## config.mk

```make
export PLATFORM = sky130hd
export DESIGN_NAME = bvudiv_inv_solver
export DESIGN_NICKNAME = d
export VERILOG_FILES = /design/src/rtl/bvudiv_inv_solver.sv
export SDC_FILE = /design/constraint.sdc
export NUM_CORES = 1
export LEC_CHECK = 0
export CAP_MARGIN = 20
export CORE_ASPECT_RATIO = 0.9
export CORE_MARGIN = 5
export CORE_UTILIZATION = 30
export CTS_CLUSTER_SIZE = 8
export DETAILED_ROUTE_END_ITERATION = 7
export GPL_ROUTABILITY_DRIVEN = 0
export PLACE_DENSITY_LB_ADDON = 0.05
export SKIP_LAST_GASP = 1
export SLEW_MARGIN = 20
export SYNTH_ARGS = -nofsm -noshare
export SYNTH_HDL_FRONTEND = slang
export SYNTH_SLANG_ARGS = --single-unit
export TNS_END_PERCENT = 50
```

## constraint.sdc

```tcl
create_clock -name clk -period 4.1 [get_ports clk]
set_clock_uncertainty 0.2 [all_clocks]
set_input_delay 0.82 -clock clk [delete_from_list [all_inputs] [get_ports clk]]
set_output_delay 0.82 -clock clk [all_outputs]
set_load 0.005 [all_outputs]
```

## src/rtl/bvudiv_inv_solver.sv

```systemverilog
// bvudiv_inv_solver
//
// Sequential witness generator for the unsigned-division / signed-compare
// invertibility problem. For each accepted request (s, t) it walks candidate
// x = 0, 1, ..., 2^W-1 and reports the first x that satisfies
//   MODE 0: (x udiv s) >=s t
//   MODE 1: (s udiv x) >=s t
// Each candidate is divided with a W-step restoring divider (one quotient bit
// per cycle), then checked in one extra cycle, so every candidate costs W+1
// cycles regardless of the operand values.
//
// Ports
//   clk        : clock, all state changes on the rising edge
//   rst        : synchronous active-high reset, returns to IDLE
//   in_valid   : request valid
//   in_ready   : solver idle, request will be accepted
//   in_s       : operand s (unsigned), sampled only at acceptance
//   in_t       : bound t (two's complement), sampled only at acceptance
//   out_valid  : result valid, held until out_ready
//   out_ready  : consumer accepts the result
//   out_x      : minimal witness, 0 when no witness exists
//   out_found  : a satisfying x exists
module bvudiv_inv_solver #(
    parameter int W    = 4,
    parameter int MODE = 0
) (
    input  logic         clk,
    input  logic         rst,
    input  logic         in_valid,
    output logic         in_ready,
    input  logic [W-1:0] in_s,
    input  logic [W-1:0] in_t,
    output logic         out_valid,
    input  logic         out_ready,
    output logic [W-1:0] out_x,
    output logic         out_found
);

    localparam int SW = $clog2(W);

    typedef enum logic [1:0] {
        S_IDLE,
        S_DIV,
        S_CHECK,
        S_DONE
    } state_t;

    state_t               state_q, state_d;
    logic        [W-1:0]  s_q, s_d;
    logic signed [W-1:0]  t_q, t_d;
    logic        [W-1:0]  x_q, x_d;
    logic        [W-1:0]  rem_q, rem_d;
    logic        [W-1:0]  quo_q, quo_d;
    logic        [SW-1:0] step_q, step_d;
    logic        [W-1:0]  out_x_q, out_x_d;
    logic                 found_q, found_d;

    // Divider datapath: dividend/divisor roles swap with MODE.
    logic        [W-1:0]  dividend;
    logic        [W-1:0]  divisor;
    logic        [W:0]    trial;
    logic                 take;
    logic signed [W-1:0]  quo_sgn;
    logic                 sat;

    always_comb begin
        if (MODE == 0) begin
            dividend = x_q;
            divisor  = s_q;
        end else begin
            dividend = s_q;
            divisor  = x_q;
        end
        // Shift the next dividend bit into the partial remainder. With a zero
        // divisor the trial always "fits", so the quotient becomes all-ones
        // without any special case.
        trial   = {rem_q, dividend[step_q]};
        take    = (trial >= {1'b0, divisor});
        quo_sgn = quo_q;
        sat     = (quo_sgn >= t_q);
    end

    always_comb begin
        state_d = state_q;
        s_d     = s_q;
        t_d     = t_q;
        x_d     = x_q;
        rem_d   = rem_q;
        quo_d   = quo_q;
        step_d  = step_q;
        out_x_d = out_x_q;
        found_d = found_q;

        case (state_q)
            S_IDLE: begin
                if (in_valid) begin
                    s_d     = in_s;
                    t_d     = in_t;
                    x_d     = '0;
                    rem_d   = '0;
                    quo_d   = '0;
                    step_d  = SW'(W - 1);
                    state_d = S_DIV;
                end
            end
            S_DIV: begin
                // Remainder stays below the divisor, so it always fits W bits.
                rem_d  = take ? W'(trial - {1'b0, divisor}) : trial[W-1:0];
                quo_d  = {quo_q[W-2:0], take};
                step_d = step_q - SW'(1);
                if (step_q == '0) begin
                    state_d = S_CHECK;
                end
            end
            S_CHECK: begin
                if (sat) begin
                    out_x_d = x_q;
                    found_d = 1'b1;
                    state_d = S_DONE;
                end else if (x_q == '1) begin
                    // Terminal candidate detected before incrementing, so
                    // the candidate counter never wraps.
                    out_x_d = '0;
                    found_d = 1'b0;
                    state_d = S_DONE;
                end else begin
                    x_d     = x_q + W'(1);
                    rem_d   = '0;
                    quo_d   = '0;
                    step_d  = SW'(W - 1);
                    state_d = S_DIV;
                end
            end
            S_DONE: begin
                if (out_ready) begin
                    state_d = S_IDLE;
                end
            end
            default: begin
                state_d = S_IDLE;
            end
        endcase
    end

    always_ff @(posedge clk) begin
        if (rst) begin
            state_q <= S_IDLE;
            s_q     <= '0;
            t_q     <= '0;
            x_q     <= '0;
            rem_q   <= '0;
            quo_q   <= '0;
            step_q  <= '0;
            out_x_q <= '0;
            found_q <= 1'b0;
        end else begin
            state_q <= state_d;
            s_q     <= s_d;
            t_q     <= t_d;
            x_q     <= x_d;
            rem_q   <= rem_d;
            quo_q   <= quo_d;
            step_q  <= step_d;
            out_x_q <= out_x_d;
            found_q <= found_d;
        end
    end

    assign in_ready  = (state_q == S_IDLE);
    assign out_valid = (state_q == S_DONE);
    assign out_x     = out_x_q;
    assign out_found = found_q;

endmodule

```

==> results of run 1 <==
==> registers in the layout, indices dropped and copies added (netlist names) <==
name	count
dividend	4
divisor	4
out_found	1
out_x	4
quo_q	4
rem_q	4
state_q	2
step_q	2
t_q	4
==> through the flow <==
stage	setup WS (ps)	utilization, %
2_1_floorplan	1548	-
3_3_place_gp	1378	36.00
3_5_place_dp	1354	36.00
4_1_cts	1385	38.06
5_1_grt	1268	38.06
6_report	1394	38.06
==> power by group <==
| part | internal, W | switching, W | leakage [nW] |
|---|---|---|---|
| combinational | 0.0000927 | 0.000112 | 0.389 |
| sequential | 0.000306 | 0.0000209 | 0.236 |
| clock | 0.000151 | 0.000108 | 0.0542 |
| total | 0.000550 | 0.000241 | 0.679 |
==> Yosys cell counts, types with 3 or more instances <==
library cell / number / area [um^2]
a31oi_1: 3 / 18.77
inv_1: 14 / 52.55
a21oi_1: 15 / 75.07
o211ai_1: 6 / 45.04
clkbuf_1: 7 / 26.28
nand2_1: 7 / 26.28
dfxtp_1: 29 / 580.6
a22oi_1: 4 / 30.03
nor2b_1: 3 / 18.77
nand2b_1: 4 / 25.02
nor2_1: 32 / 120.1
and2_1: 5 / 31.28
ha_1: 10 / 125.1
nand3_1: 4 / 20.02
==> final cells by class <==
class | instances | area share [%]
Timing Repair Buffer | 19 | 10.01
Sequential cell | 29 | 30.97
Tap cell | 65 | 4.339
Clock buffer | 7 | 5.140
Multi-Input combinational cell | 129 | 46.46
Clock inverter | 1 | 0.2670
Inverter | 14 | 2.804
==> kinds of logic (layout without fill, tap and decap cells) <==
family | after synthesis | after routing | share of synthesized area, %
simple gates | 69 | 69 | 22.67
compound gates | 43 | 43 | 19.66
flops | 29 | 29 | 37.69
buf+inv | 23 | 41 | 5.768
fa+ha+maj | 11 | 11 | 9.423
mux | 5 | 5 | 4.224
xor+xnor | 1 | 1 | 0.5687
==> worst register-to-register path: stages (launching register included) <==
cell     delay, ps
dfxtp_1        300
inv_1           50
ha_1           300
or4b_4         480
a21oi_4        230
nor2_2         150
or4_4          520
a311o_1        370
==> layout by cell type (no fill, tap or decap), types with 2 or more instances in the layout <==
| cell type | instances |
|---|---|
| nor4_1 | 2 |
| clkbuf_8 | 7 |
| a21oi_1 | 15 |
| mux2i_1 | 2 |
| clkdlybuf4s50_1 | 18 |
| nor2_1 | 32 |
| nand3_1 | 4 |
| nor4b_1 | 2 |
| a211oi_1 | 2 |
| nor2b_1 | 3 |
| and2_1 | 5 |
| nand2_1 | 7 |
| a22oi_1 | 4 |
| ha_1 | 10 |
| o211ai_1 | 6 |
| inv_1 | 14 |
| o21ai_0 | 2 |
| dfxtp_1 | 29 |
| a31oi_1 | 3 |
| or4_1 | 2 |
| a32o_1 | 2 |
| nand2b_1 | 4 |
==> metal layers <==
| metal | up-vias | global-route usage [%] | part of all wire [%] |
|---|---|---|---|
| met5 | - | 0 | 0 |
| met4 | 0 | 4.905 | 1.4 |
| met3 | 7 | 3.496 | 4.7 |
| met2 | 25 | 16.23 | 43 |
| met1 | 596 | 15.37 | 51 |
| li1 | 668 | - | - |
==> path summary, 6_finish.rpt <==
check / startpoint / endpoint / slack, ps / cells after the start
max reg2reg: t_q[3] / dividend[2] / 1390 / 7
max: t_q[3] / dividend[2] / 1390 / 7
min reg2reg: rem_q[3] / rem_q[3] / 300 / 1
min: rem_q[3] / rem_q[3] / 300 / 1
==> qor.yml, run 1 <==
cap_violations: 0
worstSetupStartpointType: "flip-flop"
die-area_um2: 6669
synth_edf_count: 0
syn_area_per_cell_um2: 8.510
num_io_pins: 19
num_antenna_cells: 0
status: "completed"
period_share_pct: 66.01
ant_nets: 0
fp.coreArea_um2: 4925
worstSetupPathType: "reg -> reg"
seq_area_um2: 580.6
cts.hold.buffers_added: 0
p_total_w: 0.0007908
grt_usage_pct: 11.26
syn_nets: 204
final_cell_area_um2: 1874
antenna_found_initial: 0
synth-seq-area-share_pct: 37.69
crit_buf_inv: 1
tightest_slew_ps: 796.8
clkTransAtPathRegs_ps: 70
initial_core_util_pct: 31.28
required_ps: 4060
finalNetCount: 221
clock.fmax_mhz: 369.5
yosys_warnings: 0
hold_viol: 0
wl_per_cell_um: 13.30
drt_iter0_markers: 59
cts_tree: "built"
vias_per_cell: 4.909
hpwl_mm: 2.611
slew_headroom_pct: 46.71
critPathTopFamily: "simple AND/OR/NAND/NOR gates"
synth-seq-cells: 29
synthFlopType: "dfxtp_1"
whs_ps: 300.4
slew_violations: 0
die_w_um: 85.53
vias: 1296
die_h_um: 77.98
cts_made_buffers: 5
drc: 0
rsz0062_at_grt: "no"
routed_wl_mm: 3.511
grt.overflow.total: 0
grt_pass1_wl_mm: 5.975
cp_cell_sequence: "inv_1 -> ha_1 -> or4b_4 -> a21oi_4 -> nor2_2 -> or4_4 -> a311o_1"
fin_crit_ps: 2706
root_buffer: "clkbuf_8"
areaGrowthSynthToFinish_pct: 21.69
clock-sinks: 29
setup_tns_ps: 0
clock_path_buffers: 2
grt_pass1_vias: 1245
cts_resized: 0
clock_latency_ps: 280
fin_cells: 264
synthesis.area_um2: 1540
final-setup-viol-count: 0
drive_gt1_share_pct: 8.543
cp_slowest_stage_delay_ps: 520
crit_fanout: 10
postSynthCellCount: 181
powerDensity_nw_per_um2: 421.9
htree_levels: 2
placed_cell_area_um2: 1773
dr.pass1.iters: 4
synthArstFlopShare_pct: 0
slowest_stage: "or4_4"
dp_cells: 256
worstSetupEndpointType: "flip-flop"
postCtsSetupBuffers: 0
rows: 24
netlist-cell-type-count: 44
leakagePower_nw: 0.6791
port-buffer-count: 18
hp-class: "reg -> reg"
vdd_drop_max_mv: 0.2986
multi_input_area_um2: 870.8
crit_arrival_ps: 2670
grt_max_degree: 20
fillCellCount: 520
No activity file was read; power rests on OpenSTA's default activity.
==> inputs of run 2 (changes only) <==
==> constraint.sdc (replaced) <==
create_clock -name clk -period 2.25 [get_ports clk]
set_clock_uncertainty 0.2 [all_clocks]
set_input_delay 0.45 -clock clk [delete_from_list [all_inputs] [get_ports clk]]
set_output_delay 0.45 -clock clk [all_outputs]
set_load 0.005 [all_outputs]
==> run 2 against run 1 <==
Compared with the run above:
- the run now ends with negative setup slack left
- register-to-register slack worse by 1500 ps
- largest cell class unchanged
- critical path type unchanged
- setup slack worse by 1500 ps
- clock power up 67%
- largest power group unchanged
- non-clock buffer count up 24
- first-iteration DRC count up 39%
==> qor.yml, run 2 (synthesis gave the netlist of run 1 again) <==
worstSetupPathType: "reg -> reg"
final-setup-viol-count: 5  # +5
initial_core_util_pct: 31.28  # unchanged
antenna_found_initial: 0  # unchanged
dp_cells: 279  # +9.0%
cts_tree: "built"
die_w_um: 85.53  # unchanged
required_ps: 2220  # -1840 ps
vdd_drop_max_mv: 0.3200  # +7.2%
cts.hold.buffers_added: 0  # unchanged
crit_arrival_ps: 2300  # -370 ps
final_common_cell: "nor2_1"
port-buffer-count: 18  # unchanged
crit_buf_inv: 1  # unchanged
wl_per_cell_um: 13.59  # +2.2%
worstSetupEndpointType: "flip-flop"
num_io_pins: 19  # unchanged
vias_per_cell: 4.976  # +1.4%
powerDensity_nw_per_um2: 713.0  # +69%
cp_slowest_stage_delay_ps: 470  # -50 ps
critPathTopFamily: "simple AND/OR/NAND/NOR gates"
tightest_slew_ps: 381.9  # -415.0 ps
period_share_pct: 103.6  # +38 points
root_buffer: "clkbuf_8"
cap_violations: 0  # unchanged
drive_gt1_share_pct: 25.11  # +17 points
finalNetCount: 246  # +11%
num_antenna_cells: 0  # unchanged
final_cell_area_um2: 2122  # +13%
crit_fanout: 4  # -6
whs_ps: 295.4  # -4.967 ps
reg2reg_depth: 7  # unchanged
slowest_stage: "or4b_4"
slew_headroom_pct: 74.45  # +28 points
worstSetupStartpointType: "flip-flop"
grt_pass1_vias: 1382  # +11%
worst_slack_ps: -81.77  # -1475 ps
cp_cell_sequence: "inv_2 -> ha_4 -> or4b_4 -> a21oi_4 -> nor2_4 -> or4_4 -> a311o_1"
vias: 1433  # +11%
areaGrowthSynthToFinish_pct: 37.77
status: "complete, but fails checks"
leakagePower_nw: 0.7942  # +17%
drt_iter0_markers: 82  # +39%
placed_cell_area_um2: 1951  # +10%
r2r_end: "dividend[2]"
hp-class: "reg -> reg"
hpwl_mm: 2.849  # +9.1%
hold_viol: 0  # unchanged
clock.fmax_mhz: 428.9  # +16%
die-area_um2: 6669  # unchanged
hold_end: "out_found"
worstHoldStart: "out_found"
fin_cells: 288  # +9.1%
grt_usage_pct: 12.17  # +0.91 points
dr.pass1.iters: 4  # unchanged
die_h_um: 77.98  # unchanged
worst-r2r-setup-slack_ps: -80  # -1480 ps
clock_latency_ps: 280  # about the same
violations: "negative setup slack"
grt_pass1_wl_mm: 6.423  # +7.5%
grt.overflow.total: 0  # unchanged
htree_levels: 2  # unchanged
fin_crit_ps: 2332  # -374.7 ps
layout_common_cells: "nor2_1 (31), dfxtp_1 (25), buf_4 (25)"
slew_violations: 0  # unchanged
clock-sinks: 29  # unchanged
cts_made_buffers: 5  # unchanged
r2r_start: "t_q[3]"
rows: 24  # unchanged
hold_depth: 2  # +1
grt_max_degree: 20  # unchanged
rsz0062_at_grt: "yes"
clock_path_buffers: 2  # unchanged
ant_nets: 0  # unchanged
clkTransAtPathRegs_ps: 70  # about the same
routed_wl_mm: 3.913  # +11%
drc: 0  # unchanged
fp.coreArea_um2: 4925  # unchanged
run 2: changes by cell type in the layout (fill, tap and decap cells not counted), sizes merged:
| cell | delta |
|---|---|
| buf | +24 |
| o22ai | +1 |
| clkinv | -1 |
run 2: how the worst max path moves through the flow:
stage                       from          end  cells after the start
after global routing      t_q[3]  dividend[2]                      7
after CTS                 t_q[3]  dividend[2]                      7
after detailed placement  t_q[3]  dividend[2]                      7
after floorplan           t_q[3]  dividend[2]                      7
after global placement    t_q[3]  dividend[2]                      7
final                     t_q[3]  dividend[2]                      7
run 2: metrics by stage:
stage	setup TNS (ps)	total power [W]	worst slack, ps	util [%]
global route	-441.4	0.001621	-113.7	43.09
finish	-189.8	0.001513	-81.77	43.09
CTS	-115.0	0.001508	-64.49	42.68
detailed placement	-578.7	0.001040	-145.7	39.61
floorplan	-360.6	0.0008842	-175.7	-
global placement	-451.7	0.001037	-110.4	39.61
run 2: where the power goes:
part / internal, W / switching (W) / total, W
Clock: 0.000242 / 0.000191 / 0.000433
Combinational: 0.000238 / 0.000256 / 0.000494
Sequential: 0.000558 / 0.0000273 / 0.000586
Total: 0.00104 / 0.000475 / 0.00151
run 2: what timing repair did:
action | CTS | global route
buffers inserted | 1 | 0
endpoints found under the hold margin | 0 | 0
pin swaps | 3 | 1
setup endpoints to repair | 10 | 10
gates resized for setup | 15 | 5
gates cloned | 0 | 1
run 2: layout make-up:
class / instances / area, um^2
fillers: 512 / 2803
inverters: 14 / 52.55
well taps: 65 / 81.33
repair buffers: 43 / 367.9
clock buffers: 7 / 86.33
multi-input cells: 130 / 948.4
flip-flops and latches: 29 / 585.6
run 2: metal layers:
| layer | vias to the layer above | share of wire, % | track usage, % |
|---|---|---|---|
| met1 | 671 | 50 | 16.69 |
| li1 | 727 | - | - |
| met5 | - | 0 | 0 |
| met3 | 7 | 4.4 | 3.602 |
| met2 | 28 | 44 | 17.55 |
| met4 | 0 | 1.8 | 5.380 |
run 2: worst register-to-register path: stages (launching register included):
cell     delay (ps)
dfxtp_2         330
inv_2            40
ha_4            260
or4b_4          470
a21oi_4         160
nor2_4           60
or4_4           430
a311o_1         280
